[src/rtl/ps2_kb_fifo.sv]
// ps2_kb_fifo: PS/2 device-to-host receiver feeding a first-word-fall-through scan-code FIFO.
// Optional build macro KB_PARITY_CHECK_EN: when defined, frames with even parity are rejected.
module ps2_kb_fifo #(
    parameter int DEPTH       = 8,
    parameter int TIMEOUT_CYC = 50000
) (
    input  logic                     clk,
    input  logic                     rst,
    input  logic                     ps2_clk,
    input  logic                     ps2_data,
    input  logic                     kb_rd,
    input  logic                     kb_ovf_clr,
    output logic [7:0]               kb_data,
    output logic                     kb_ready,
    output logic [$clog2(DEPTH):0]   kb_count,
    output logic                     kb_ovf,
    output logic                     kb_frame_err
);
    localparam int PW = $clog2(DEPTH);
    localparam int CW = PW + 1;
    localparam int TW = $clog2(TIMEOUT_CYC + 1);

    logic [2:0]    clkSync;
    logic [1:0]    dataSync;
    logic [3:0]    bitCnt;
    logic [9:0]    shiftReg;
    logic [TW-1:0] toCnt;
    logic [7:0]    mem [DEPTH];
    logic [PW-1:0] wrPtr;
    logic [PW-1:0] rdPtr;
    logic [CW-1:0] count;
    logic [10:0]   frame;
    logic          fall;
    logic          done;
    logic          timeout;
    logic          parityOk;
    logic          frameOk;
    logic          full;
    logic          push;
    logic          pop;
    logic          drop;

    // Frame decode and FIFO push/pop/drop decisions for the current cycle.
    always_comb begin
        fall    = !clkSync[1] && clkSync[2];
        frame   = {dataSync[1], shiftReg};
        done    = fall && bitCnt == 4'd10;
        timeout = !fall && bitCnt != 4'd0 && toCnt == TW'(TIMEOUT_CYC - 1);
`ifdef KB_PARITY_CHECK_EN
        parityOk = ^frame[9:1];
`else
        parityOk = 1'b1 | frame[9];
`endif
        frameOk = !frame[0] && frame[10] && parityOk;
        full    = count == CW'(DEPTH);
        push    = done && frameOk && (!full || kb_rd);
        pop     = kb_rd && count != '0;
        drop    = done && frameOk && full && !kb_rd;
    end

    // Bring the asynchronous PS/2 pins into the clk domain; clock gets an extra stage for edge detect.
    always_ff @(posedge clk or posedge rst) begin
        if (rst) begin
            clkSync  <= 3'b111;
            dataSync <= 2'b11;
        end else begin
            clkSync  <= {clkSync[1:0], ps2_clk};
            dataSync <= {dataSync[0], ps2_data};
        end
    end

    // Shift in one bit per PS/2 falling edge; abandon a stalled partial frame after the timeout.
    always_ff @(posedge clk or posedge rst) begin
        if (rst) begin
            bitCnt   <= 4'd0;
            shiftReg <= '0;
            toCnt    <= '0;
        end else if (fall) begin
            shiftReg <= frame[10:1];
            bitCnt   <= done ? 4'd0 : bitCnt + 4'd1;
            toCnt    <= '0;
        end else if (timeout) begin
            bitCnt <= 4'd0;
            toCnt  <= '0;
        end else begin
            toCnt <= bitCnt != 4'd0 ? toCnt + TW'(1) : '0;
        end
    end

    // Error pulse and sticky overflow flag; a drop beats a same-cycle clear.
    always_ff @(posedge clk or posedge rst) begin
        if (rst) begin
            kb_frame_err <= 1'b0;
            kb_ovf       <= 1'b0;
        end else begin
            kb_frame_err <= (done && !frameOk) || timeout;
            kb_ovf       <= drop ? 1'b1 : kb_ovf_clr ? 1'b0 : kb_ovf;
        end
    end

    // FIFO pointers and occupancy; pointers wrap naturally since DEPTH is a power of two.
    always_ff @(posedge clk or posedge rst) begin
        if (rst) begin
            wrPtr <= '0;
            rdPtr <= '0;
            count <= '0;
        end else begin
            wrPtr <= push ? wrPtr + PW'(1) : wrPtr;
            rdPtr <= pop ? rdPtr + PW'(1) : rdPtr;
            count <= count + CW'(push) - CW'(pop);
        end
    end

    // Storage needs no reset: the head is masked to zero while the FIFO is empty.
    always_ff @(posedge clk) begin
        if (push) mem[wrPtr] <= frame[8:1];
    end

    assign kb_ready = count != '0;
    assign kb_data  = kb_ready ? mem[rdPtr] : 8'h00;
    assign kb_count = count;
endmodule
[config.mk]
export PLATFORM = sky130hd
export DESIGN_NAME = ps2_kb_fifo
export DESIGN_NICKNAME = d
export VERILOG_FILES = /design/src/rtl/ps2_kb_fifo.sv
export SDC_FILE = /design/constraint.sdc
export NUM_CORES = 1
export LEC_CHECK = 0
export ABC_AREA = 1
export CAP_MARGIN = 20
export CORE_MARGIN = 3
export CORE_UTILIZATION = 30
export DETAILED_ROUTE_END_ITERATION = 7
export PLACE_DENSITY = 0.56
export SETUP_SLACK_MARGIN = 0.4
export SLEW_MARGIN = 20
export SYNTH_ARGS = -nofsm -noshare
export SYNTH_HDL_FRONTEND = slang
export SYNTH_SLANG_ARGS = --single-unit
[constraint.sdc]
create_clock -name clk -period 5.39 [get_ports clk]
set_input_delay 0.8085 -clock clk [delete_from_list [all_inputs] [get_ports clk]]
set_output_delay 0.8085 -clock clk [all_outputs]
set_load 0.01 [all_outputs]
==> results of run 1 <==
cells in the mapped netlist, types with 7 or more instances:
master | count | area share (%)
sky130_fd_sc_hd__buf_2 | 7 | 0.70
sky130_fd_sc_hd__dfrtp_1 | 42 | 21
sky130_fd_sc_hd__edfxtp_1 | 64 | 39
sky130_fd_sc_hd__ha_1 | 12 | 3.0
sky130_fd_sc_hd__inv_1 | 35 | 2.6
sky130_fd_sc_hd__nand2_1 | 79 | 6.0
sky130_fd_sc_hd__nand3_1 | 23 | 2.3
sky130_fd_sc_hd__nor2_1 | 93 | 7.0
sky130_fd_sc_hd__nor2_2 | 11 | 1.4
sky130_fd_sc_hd__nor3_1 | 9 | 0.91
sky130_fd_sc_hd__o21ai_0 | 33 | 3.3
sky130_fd_sc_hd__o21ai_1 | 12 | 1.2
sky130_fd_sc_hd__xor2_1 | 7 | 1.2
logic make-up (layout without fill, tap and decap cells):
logic type,Yosys count,after routing,synth area share [%]
AO/OA/AOI/OAI,54,54,5.86
XOR/XNOR,12,12,2.11
adder cells (fa/ha/maj),13,13,3.42
buffers and inverters,54,83,4.78
flip-flops,111,111,62.4
AND/OR/NAND/NOR,237,237,21.4
where the power goes:
part           total (mW)  switching (mW)  internal [mW]
Clock               0.673           0.304          0.369
Combinational       0.784           0.424          0.360
Sequential           1.16           0.168          0.995
final cells by class:
cell class | count | area [um2]
Clock buffer | 10 | 229
Clock inverter | 6 | 80.1
Fill cell | 1593 | 10300
Inverter | 39 | 148
Multi-Input combinational cell | 316 | 1640
Sequential cell | 111 | 3100
Tap cell | 216 | 270
Timing Repair Buffer | 28 | 260
layer usage:
| metal | vias up | part of all wire, % |
|---|---|---|
| li1 | 1632 | - |
| met2 | 48 | 46 |
| met1 | 1573 | 47 |
| met4 | 0 | 1.6 |
| met5 | - | 0 |
| met3 | 11 | 5.0 |
cell usage in the layout (no fill, tap or decap), types with 7 or more instances in the layout:
master | Yosys | layout
sky130_fd_sc_hd__nor2_1 | 93 | 93
sky130_fd_sc_hd__nand2_1 | 79 | 79
sky130_fd_sc_hd__edfxtp_1 | 64 | 64
sky130_fd_sc_hd__dfrtp_1 | 42 | 42
sky130_fd_sc_hd__inv_1 | 35 | 34
sky130_fd_sc_hd__o21ai_0 | 33 | 33
sky130_fd_sc_hd__nand3_1 | 23 | 23
sky130_fd_sc_hd__clkdlybuf4s50_1 | 0 | 20
sky130_fd_sc_hd__o21ai_1 | 12 | 12
sky130_fd_sc_hd__ha_1 | 12 | 12
sky130_fd_sc_hd__nor2_2 | 11 | 11
sky130_fd_sc_hd__clkbuf_16 | 0 | 9
sky130_fd_sc_hd__nor3_1 | 9 | 8
sky130_fd_sc_hd__buf_4 | 1 | 8
sky130_fd_sc_hd__xor2_1 | 7 | 7
path summary, 6_finish.rpt:
check                           cells past startpoint             startpoint                     to
worst max-delay path                                7   rdPtr[1]$_DFFE_PP0P_             kb_data[3]
worst min-delay path                                0   clkSync[0]$_DFF_PP1_   clkSync[1]$_DFF_PP1_
worst max register to register                     11  bitCnt[0]$_DFFE_PP0P_  kb_count[1]$_DFF_PP0_
max in group asynchronous                           2                    rst  bitCnt[0]$_DFFE_PP0P_
worst min register to register                      0   clkSync[0]$_DFF_PP1_   clkSync[1]$_DFF_PP1_
min in group asynchronous                           2                    rst     toCnt[5]$_DFF_PP0_
through the flow:
stage / hold slack [ns] / cells
3_3_place_gp: 0.346 / 710
2_1_floorplan: 0.345 / 481
4_1_cts: 0.358 / 726
6_report: 0.357 / 726
5_1_grt: 0.366 / 726
3_5_place_dp: 0.348 / 710
worst max-delay path, delay by kind of cell, from the launching register on:
family | cells | cell delay [ns]
compound gates | 1 | 0.10
buf+inv | 2 | 1.02
flops | 1 | 0.90
simple gates | 4 | 0.48
state kept, by name (all words and copies together) (netlist names):
| name | count |
|---|---|
| kb_frame_err | 1 |
| dataSync | 2 |
| clkSync | 3 |
| rdPtr | 3 |
| toCnt | 16 |
| kb_ovf | 1 |
| bitCnt | 4 |
| shiftReg | 10 |
| kb_count | 4 |
| mem | 64 |
| wrPtr | 3 |
==> results.md, run 1 <==
- Capturing element type of the critical path: output port
- Average wire length per cell after detail routing: ~13 um
- Instance area after placement: 0.00542 mm2
- PortBufs: 20
- Final weighted congestion in routability-driven placement: 0.803
- Met1 layer usage reported by global route: 14.7%
- Initial cell density of the core: between 30% and 40%
- Setup bufs post-CTS: 0
- Power density relative to cell area: around 460 mW/mm2
- Share of the clock period used by the worst path: between 60% and 70%
- Max_slew headroom: around 42%
- Post-cts sizing count: 0
- Total number of vias: between 3000 and 4000
- Top-Level Pins: 21
- Post-Synthesis Mean Instance Area: about 10 um2
- Depth of the CTS H-tree: 3
- Setup Crit Path Kind: flop to output port
- Number of global-route vias before repair: ~3300
- Type of element launching the critical path: flop
- Worst voltage drop across the vdd grid: 232 uV
- Setup slack of the worst register-to-register path: 3.03 ns
- Endpoint required time on the critical path: approximately 4.6 ns
- Overall die height: 135 um
- Die X: 135 um
- TritonCTS buffer count: 9
- Total congestion overflow: 0
- Utilization of the core after routing: roughly 36%
- TritonCTS clock tree: built
- Netlist area before placement: between 0.004 and 0.005 mm2
- Floorplan Core Area: about 0.016 mm2
- Sequential share of the synthesized area: 62.4%
- Number of distinct library cells after synthesis: 35
- Fraction of met2 tracks used by global routing: a little under a fifth
- Worst-Skew Late Latency: between 0.3 and 0.4 ns
- Final Net Count: roughly 520
- Setup Skew: ~0.0092 ns
- Routed wire length: between 9000 and 10000 um
- Final critical-path setup slack: roughly 1.8 ns
- Max Root-Sink Buffers: 2
- Tot GR Track Use: between 10% and 20%
- Wire length of the first global-routing pass: about 16000 um
- Leakage dissipation: between 2 and 2.5 nW
- Post-detailed-route via-to-cell ratio: 4.50
- Cell at the slowest stage of the critical path: sky130_fd_sc_hd__dfrtp_1
- Post-place setup slack: 2.16 ns
- Critical path cell sequence: clkinv_1 > nor2_1 > o21ai_0 > nand3_1 > nand2_1 > nor2_1 > clkdlybuf4s50_1
- Period minus WS final: 3.63 ns
- Final slew viol count: 0
- Primary FF master, synth: sky130_fd_sc_hd__edfxtp_1
- Highest cell delay on the worst timing path: approximately 0.9 ns
- Pin count of the biggest net entering global routing: 48
- Final count of hold timing violations: 0
- Number of rows created at floorplan: 46
- Maximum frequency from static timing analysis: around 280 MHz
- Hpwl dp: 6680 um
- Global routing's busiest layer: met2
- Finished Cell Area: approximately 0.0057 mm2
- Max-cap violations: 0
- Warnings from Yosys: 0
- Final routed DRC violation total: 0
- Antenna violations before repair: 0
- Count of routing violations after the opening detailed-route iteration: around 180
- Seq cells post-synth: about 110
- Clock slew at the register clock pins of the worst setup and hold paths: approximately 0.07 ns
- Hold-fix buffer count after cts: 0
- Count of nets left with antenna violations after detail routing: 0
- Number of detailed-route iterations in the first pass: 4
- Fraction of final layout cells with drive strength greater than 1: 12.2%
- Ant diodes: 0
- Crit path arrival time: 2.83 ns
- Worst Tran Pin Value: about 0.87 ns
- Max Fanout on Critical Path: 26
- Final total power: about 2.6 mW
- Most frequent cell on the critical path: sky130_fd_sc_hd__nor2_1
- Hold WC Path Type: flop to flop
- Synthesized net count: 500
- Root buf cell: sky130_fd_sc_hd__clkbuf_16
- Layout overhead on the synthesized area: 15.2%
- Number of synthesized flops with an enable pin: 64
- Final setup violation count: 0
- Unrepaired setup endpoints after global routing: false
- Aggregate negative setup slack: 0 ns
- Die footprint: ~0.018 mm2
- Met3 track demand over resource in global routing: approximately 3.4%
- Status: complete, no violations
- Clock sinks: around 110
- Async S/R FF share, synth: a little over two fifths
- Post-synthesis instance total: just under 500
Note: power is estimated with default switching activity, not from simulation.
==> run 2: changes to the inputs <==
--- a/config.mk
+++ b/config.mk
@@ -10,7 +10,7 @@
 export CORE_MARGIN = 3
 export CORE_UTILIZATION = 30
 export DETAILED_ROUTE_END_ITERATION = 7
-export PLACE_DENSITY = 0.56
+export PLACE_DENSITY = 0.58
 export SETUP_SLACK_MARGIN = 0.4
 export SLEW_MARGIN = 20
 export SYNTH_ARGS = -nofsm -noshare
==> constraint.sdc (replaced) <==
create_clock -name clk -period 3.2 [get_ports clk]
set_input_delay 0.48 -clock clk [delete_from_list [all_inputs] [get_ports clk]]
set_output_delay 0.48 -clock clk [all_outputs]
set_load 0.01 [all_outputs]
==> run 2 against run 1 <==
Effect of this change:
- largest power group unchanged
- count of clock-buffer cells in the layout unchanged
- first-iteration DRC count up 15%
- wire length grew 4.2%
- critical path type unchanged
- global-route usage grew 0.37 points
- sequential power up 65%
- clock skew increased by 0.0015 ns
- cell area rose by 0.72%
==> results.md, run 2 (same netlist as run 1, synthesis figures left out) <==
- Status: complete, no violations (unchanged)
- Routed wire length: 10100 um (was 9730 um)
- Max Fanout on Critical Path: 33 (was 26)
- Cell at the slowest stage of the critical path: sky130_fd_sc_hd__clkdlybuf4s50_1 (was sky130_fd_sc_hd__dfrtp_1)
- Endpoint required time on the critical path: 2.72 ns (was 4.58 ns)
- Internal power of the cells: 2.88 mW (was 1.72 mW)
- Period minus WS final: roughly 2.6 ns
- Max_slew headroom: 44.9% (was 42.1%)
- Final setup violation count: 0 (unchanged)
- Final slew viol count: 0 (unchanged)
- Pin count of the biggest net entering global routing: 48 (unchanged)
- Type of element launching the critical path: flop (unchanged)
- Most frequent cell on the critical path: sky130_fd_sc_hd__nor2_1 (unchanged)
- Clock slew at the register clock pins of the worst setup and hold paths: 0.07 ns (about the same)
- Flip-flop count of the largest register, all copies and words added: 64 (unchanged)
- Floorplan Core Area: 0.0161 mm2 (unchanged)
- Depth of the CTS H-tree: 3 (unchanged)
- Count of nets left with antenna violations after detail routing: 0 (unchanged)
- Die footprint: 0.0182 mm2 (unchanged)
- Clock sinks: 111 (unchanged)
- Hold WC Path Type: flop to flop (unchanged)
- Antenna violations before repair: 0 (unchanged)
- TritonCTS clock tree: built (unchanged)
- Max-cap violations: 0 (unchanged)
- PortBufs: 20 (unchanged)
- Register containing the most flip-flops in the final layout: mem (unchanged)
- Final instance count without filler cells: 731 (was 726)
- Unrepaired setup endpoints after global routing: false (unchanged)
- Total congestion overflow: 0 (unchanged)
- Final routed DRC violation total: 0 (unchanged)
- Finished Cell Area: 0.00577 mm2 (was 0.00573 mm2)
- TritonCTS buffer count: 9 (unchanged)
- Aggregate negative setup slack: 0 ns (unchanged)
- Ant diodes: 0 (unchanged)
- Portion of total power attributed to the clock network: 23.4% (was 25.7%)
- Max Root-Sink Buffers: 2 (unchanged)
- Post-detailed-route via-to-cell ratio: 4.48 (was 4.50)
- Top-Level Pins: 21 (unchanged)
- Average wire length per cell after detail routing: 13.9 um (was 13.4 um)
- Setup Crit Path Kind: flop to output port (unchanged)
- Worst voltage drop across the vdd grid: 368 uV (was 232 uV)
- Instance area after placement: 0.00544 mm2 (was 0.00542 mm2)
- Number of global-route vias before repair: 3264 (was 3280)
- Final Net Count: 529 (was 524)
- Fraction of final layout cells with drive strength greater than 1: 13.2% (was 12.2%)
- Worst-Skew Late Latency: 0.36 ns (was 0.34 ns)
- Switching power total: 1.58 mW (was 0.897 mW)
- Count of routing violations after the opening detailed-route iteration: 211 (was 184)
- Capturing element type of the critical path: output port (unchanged)
- Cell total after placement: 713 (was 710)
- Filler instances: 1581 (was 1593)
- Crit path arrival time: 2.16 ns (was 2.83 ns)
- Proportion of power drawn by flip-flops and latches: 42.9% (was 44.4%)
- Number of rows created at floorplan: 46 (unchanged)
- Die X: 135 um (unchanged)
- Number of detailed-route iterations in the first pass: 5 (was 4)
- Hpwl dp: 6540 um (was 6680 um)
- Share of the clock period used by the worst path: 82.6%
- Hold Worst Slack: 0.359 ns (was 0.357 ns)
- Final count of hold timing violations: 0 (unchanged)
- Worst Tran Pin Value: 0.826 ns (was 0.867 ns)
- Wire length of the first global-routing pass: 16800 um (was 16400 um)
- Maximum frequency from static timing analysis: roughly 380 MHz
- Share of total power consumed by net switching: 35.4% (was 34.2%)
- Total number of vias: 3274 (was 3264)
- Critical path cell sequence: inv_6 > nor2_1 > o21ai_0 > nor2_1 > nor2_1 > clkdlybuf4s50_1 (was clkinv_1 > nor2_1 > o21ai_0 > nand3_1 > nand2_1 > nor2_1 > clkdlybuf4s50_1)
- Hold-fix buffer count after cts: 0 (unchanged)
- Setup Skew: 0.0107 ns (was 0.00921 ns)
- Most common cell after layout, fill and taps aside: sky130_fd_sc_hd__nor2_1 (unchanged)
- Biggest registers after layout: mem (64), toCnt (16), shiftReg (10) (unchanged)
- Root buf cell: sky130_fd_sc_hd__clkbuf_16 (unchanged)
- Overall die height: 135 um (unchanged)
- Leakage dissipation: 2.30 nW (was 2.29 nW)
- Initial cell density of the core: 31.0% (unchanged)
- Setup bufs post-CTS: 0 (unchanged)
- Final weighted congestion in routability-driven placement: 0.807 (was 0.803)
- Layout overhead on the synthesized area: 16.0% (was 15.2%)
- Leading cell types in the layout, fill and taps excluded: sky130_fd_sc_hd__nor2_1 (92), sky130_fd_sc_hd__nand2_1 (79), sky130_fd_sc_hd__edfxtp_1 (64), sky130_fd_sc_hd__dfrtp_1 (40), sky130_fd_sc_hd__inv_1 (34) (was sky130_fd_sc_hd__nor2_1 (93), sky130_fd_sc_hd__nand2_1 (79), sky130_fd_sc_hd__edfxtp_1 (64), sky130_fd_sc_hd__dfrtp_1 (42), sky130_fd_sc_hd__inv_1 (34))
- Tot GR Track Use: 11.8% (was 11.4%)
- Part of the power in combinational logic: 33.8% (was 29.9%)
- Highest cell delay on the worst timing path: 0.58 ns (was 0.90 ns)
- Power density relative to cell area: 773 mW/mm2 (was 457 mW/mm2)
==> run 2: power by group through the flow <==
stage	clock, mW	combinational, mW	sequential, mW
final	1.04	1.51	1.91
after global routing	1.13	1.71	1.94
after CTS	1.08	1.47	1.89
after detailed placement	0	1.46	1.92
after global placement	0	1.42	1.91
after floorplan	0	1.00	1.84
==> run 2: final timing paths <==
| kind | from | end | slack, ns | depth (start not counted) |
|---|---|---|---|---|
| setup / recovery | rdPtr[0]$_DFFE_PP0P_ | kb_data[6] | 0.56 | 6 |
| hold / removal | dataSync[0]$_DFF_PP1_ | dataSync[1]$_DFF_PP1_ | 0.36 | 0 |
| setup reg to reg | bitCnt[0]$_DFFE_PP0P_ | kb_count[2]$_DFF_PP0_ | 0.77 | 11 |
| hold reg to reg | dataSync[0]$_DFF_PP1_ | dataSync[1]$_DFF_PP1_ | 0.36 | 0 |
| max in group asynchronous | rst | rdPtr[1]$_DFFE_PP0P_ | 2.09 | 2 |
| min in group asynchronous | rst | bitCnt[1]$_DFFE_PP0P_ | 0.58 | 2 |
==> run 2: timing repair <==
| action | in CTS | in global routing |
|---|---|---|
| setup endpoints to repair | 2 | 6 |
| gates resized for setup | 2 | 8 |
| cloned | 0 | 2 |
==> run 2: final cells by class <==
type	instances	area (um2)	share of cell area [%]
repair inverters	1	5.00	0.0867
well taps	216	270	4.68
clock buffers	10	229	3.97
multi-input cells	316	1640	28.3
flip-flops and latches	111	3110	53.8
inverters	39	156	2.71
repair buffers	32	324	5.62
clock inverters	6	43.8	0.759
==> run 2: stage by stage <==
stage	utilization [%]	setup slack, ns	power [mW]
after floorplan	-	1.03	2.85
after global placement	33.9	0.651	3.32
after detailed placement	33.9	0.573	3.37
after CTS	35.6	0.461	4.44
after global routing	35.9	0.402	4.78
final	35.9	0.556	4.46
==> run 2: metal layers <==
| layer | vias to the layer above | global-route usage (%) | wire length [um] |
|---|---|---|---|
| li1 | 1651 | - | - |
| met1 | 1571 | 15.6 | 4780 |
| met2 | 44 | 18.9 | 4890 |
| met3 | 8 | 2.65 | 359 |
| met4 | 0 | 4.69 | 112 |
| met5 | - | 0 | 0 |
==> run 2: critical path: cells and delay by family (launching register included) <==
kind,cells,cell delay [ns]
simple gates,3,0.32
flops,1,0.49
buf+inv,2,0.81
compound gates,1,0.17
==> run 3: changes to the inputs <==
==> constraint.sdc (replaced) <==
create_clock -name clk -period 2.2 [get_ports clk]
set_input_delay 0.33 -clock clk [delete_from_list [all_inputs] [get_ports clk]]
set_output_delay 0.33 -clock clk [all_outputs]
set_load 0.01 [all_outputs]
==> run 3 against run 2 <==
Effect of this change:
- register-to-register slack got worse by 0.58 ns
- utilization is 4.2 points higher
- global-route usage shrank 0.096 points
- setup slack worse by 0.39 ns
- flip-flop and latch count is the same
- largest power group unchanged
- highest routed layer unchanged
==> results.md, run 3 (same netlist as run 1, synthesis figures left out) <==
- Final setup violation count: 0 (unchanged)
- Number of rows created at floorplan: 46 (unchanged)
- Maximum frequency from static timing analysis: about 490 MHz
- PortBufs: 20 (unchanged)
- Total congestion overflow: 0 (unchanged)
- Type of element launching the critical path: flop (unchanged)
- Reg area: 0.00311 mm2 (about the same)
- Hold WC Path Type: input port to async pin (was flop to flop)
- Filler instances: 1489 (was 1581)
- Final count of hold timing violations: 0 (unchanged)
- Setup Skew: 0.00619 ns (was 0.0107 ns)
- Instance area after placement: 0.00570 mm2 (was 0.00544 mm2)
- Max-cap violations: 0 (unchanged)
- Root buf cell: sky130_fd_sc_hd__clkbuf_16 (unchanged)
- Total area of multi-input combinational cells: 0.00188 mm2 (was 0.00164 mm2)
- Number of detailed-route iterations in the first pass: 4 (was 5)
- Flip-flop count of the largest register, all copies and words added: 64 (unchanged)
- Ant diodes: 0 (unchanged)
- Post-place setup slack: 0.0130 ns (was 0.573 ns)
- Beginning of the worst register-to-register path: bitCnt[0]$_DFFE_PP0P_ (unchanged)
- Top-Level Pins: 21 (unchanged)
- Unrepaired setup endpoints after global routing: true (was false)
- Most common cell after layout, fill and taps aside: sky130_fd_sc_hd__nand2_1 (was sky130_fd_sc_hd__nor2_1)
- Antenna violations before repair: 0 (unchanged)
- Count of routing violations after the opening detailed-route iteration: 184 (was 211)
- Register containing the most flip-flops in the final layout: mem (unchanged)
- Final slew viol count: 0 (unchanged)
- Wire length of the first global-routing pass: 16800 um (about the same)
- Finished Cell Area: 0.00644 mm2 (was 0.00577 mm2)
- Worst-Skew Late Latency: 0.35 ns (was 0.36 ns)
- TritonCTS clock tree: built (unchanged)
- Tot GR Track Use: 11.7% (was 11.8%)
- Clock sinks: 111 (unchanged)
- Hold-fix buffer count after cts: 0 (unchanged)
- Hpwl dp: 6990 um (was 6540 um)
- Crit path arrival time: 1.70 ns (was 2.16 ns)
- Start point of the critical path: rdPtr[0]$_DFFE_PP0P_ (unchanged)
- Worst voltage drop across the vdd grid: 436 uV (was 368 uV)
- Leakage dissipation: 2.59 nW (was 2.30 nW)
- TritonCTS buffer count: 9 (unchanged)
- Clock slew at the register clock pins of the worst setup and hold paths: 0.07 ns (about the same)
- Layout overhead on the synthesized area: 29.4% (was 16.0%)
- Die footprint: 0.0182 mm2 (unchanged)
- Overall die height: 135 um (unchanged)
- Average wire length per cell after detail routing: 13.2 um (was 13.9 um)
- Initial cell density of the core: 31.0% (unchanged)
- Share of the clock period used by the worst path: between 90% and 100%
- Max Fanout on Critical Path: 12 (was 33)
- Final routed DRC violation total: 0 (unchanged)
- Cell total after placement: 728 (was 713)
- Biggest registers after layout: mem (64), toCnt (16), shiftReg (10) (unchanged)
- Total number of vias: 3448 (was 3274)
- Post-detailed-route via-to-cell ratio: 4.51 (was 4.48)
- Final weighted congestion in routability-driven placement: 0.837 (was 0.807)
- Number of global-route vias before repair: 3326 (was 3264)
- Max_slew headroom: 55.4% (was 44.9%)
- Endpoint required time on the critical path: 1.87 ns (was 2.72 ns)
- Depth of the CTS H-tree: 3 (unchanged)
- Power density relative to cell area: 1140 mW/mm2 (was 773 mW/mm2)
- Max Root-Sink Buffers: 2 (unchanged)
- Final Net Count: 563 (was 529)
- Setup Crit Path Kind: flop to output port (unchanged)
- Routed wire length: 10100 um (about the same)
- Fraction of final layout cells with drive strength greater than 1: 28.1% (was 13.2%)
- Aggregate negative setup slack: 0 ns (unchanged)
- Final critical-path setup slack: 0.168 ns (was 0.556 ns)
- Final instance count without filler cells: 765 (was 731)
- Leading cell types in the layout, fill and taps excluded: sky130_fd_sc_hd__nand2_1 (78), sky130_fd_sc_hd__nor2_1 (75), sky130_fd_sc_hd__edfxtp_1 (64), sky130_fd_sc_hd__dfrtp_1 (38) (was sky130_fd_sc_hd__nor2_1 (92), sky130_fd_sc_hd__nand2_1 (79), sky130_fd_sc_hd__edfxtp_1 (64), sky130_fd_sc_hd__dfrtp_1 (40), sky130_fd_sc_hd__inv_1 (34))
- Count of nets left with antenna violations after detail routing: 0 (unchanged)
- Period minus WS final: 2.03 ns
- Pin count of the biggest net entering global routing: 27 (was 48)
- Floorplan Core Area: 0.0161 mm2 (unchanged)
- Worst Tran Pin Value: 0.669 ns (was 0.826 ns)
- Status: complete, no violations (unchanged)
- Die X: 135 um (unchanged)
- Capturing element type of the critical path: output port (unchanged)
==> run 3: cell types whose count changed in the layout (fill, tap and decap cells not counted), moves of 8 or more <==
cell / change
sky130_fd_sc_hd__o21ai_1: +17
sky130_fd_sc_hd__buf_2: +8
sky130_fd_sc_hd__buf_4: +16
sky130_fd_sc_hd__nor2_2: +13
sky130_fd_sc_hd__nor3_1: -8
sky130_fd_sc_hd__nor3_4: +8
sky130_fd_sc_hd__clkdlybuf4s50_1: -10
sky130_fd_sc_hd__buf_6: +12
sky130_fd_sc_hd__nor2_1: -17
sky130_fd_sc_hd__o21ai_0: -17
==> run 3: where the power goes <==
group / switching [mW] / total, mW / internal (mW)
clock: 0.755 / 1.77 / 1.01
sequential: 0.329 / 2.78 / 2.45
combinational: 1.43 / 2.76 / 1.33
==> run 3: timing repair <==
| item | 4_1_cts | 5_1_grt |
|---|---|---|
| gates cloned | 2 | 0 |
| gates resized for setup | 91 | 27 |
| setup buffers | 14 | 5 |
| setup endpoints to repair | 76 | 77 |
| pin swaps | 26 | 14 |
==> run 3: stage by stage <==
step	utilization [%]	hold WS [ns]	power (mW)
2_1_floorplan	-	0.334	4.21
3_3_place_gp	35.5	0.346	5.10
3_5_place_dp	35.5	0.348	5.15
4_1_cts	39.3	0.359	7.30
5_1_grt	40.1	0.360	7.79
6_report	40.1	0.358	7.31
==> run 3: area by class of cell <==
class                           instances  share of cell area, %
Sequential cell                       111                   48.3
Multi-Input combinational cell        316                   29.2
Timing Repair Buffer                   67                   10.8
Tap cell                              216                   4.20
Clock buffer                            9                   3.50
Inverter                               39                   2.49
Clock inverter                          7                   1.57
==> run 3: path summary, 6_finish.rpt <==
kind,slack (ns),end,depth (start not counted)
max in group asynchronous,1.25,toCnt[0]$_DFF_PP0_,3
hold / removal,0.36,kb_ovf$_DFFE_PP0P_,2
min in group clk,0.36,clkSync[1]$_DFF_PP1_,0
setup / recovery,0.17,kb_data[6],9
hold reg to reg,0.36,clkSync[1]$_DFF_PP1_,0
setup reg to reg,0.19,kb_count[1]$_DFF_PP0_,11
==> run 3: metal layers <==
metal	part of all wire (%)	global-route usage, %	wire length [um]
met1	45	14.9	4590
met2	49	19.5	5000
met3	3.5	3.28	349
met4	1.7	3.56	175
met5	0	0	0
==> run 3: worst max-delay path, stage by stage, from the launching register on <==
cell,delay [ns]
sky130_fd_sc_hd__dfrtp_2,0.45
sky130_fd_sc_hd__buf_6,0.14
sky130_fd_sc_hd__buf_12,0.14
sky130_fd_sc_hd__nor2_2,0.11
sky130_fd_sc_hd__nor2_1,0.05
sky130_fd_sc_hd__o21ai_1,0.09
sky130_fd_sc_hd__nand3_1,0.08
sky130_fd_sc_hd__nand2_1,0.11
sky130_fd_sc_hd__nor2_2,0.04
sky130_fd_sc_hd__buf_2,0.14
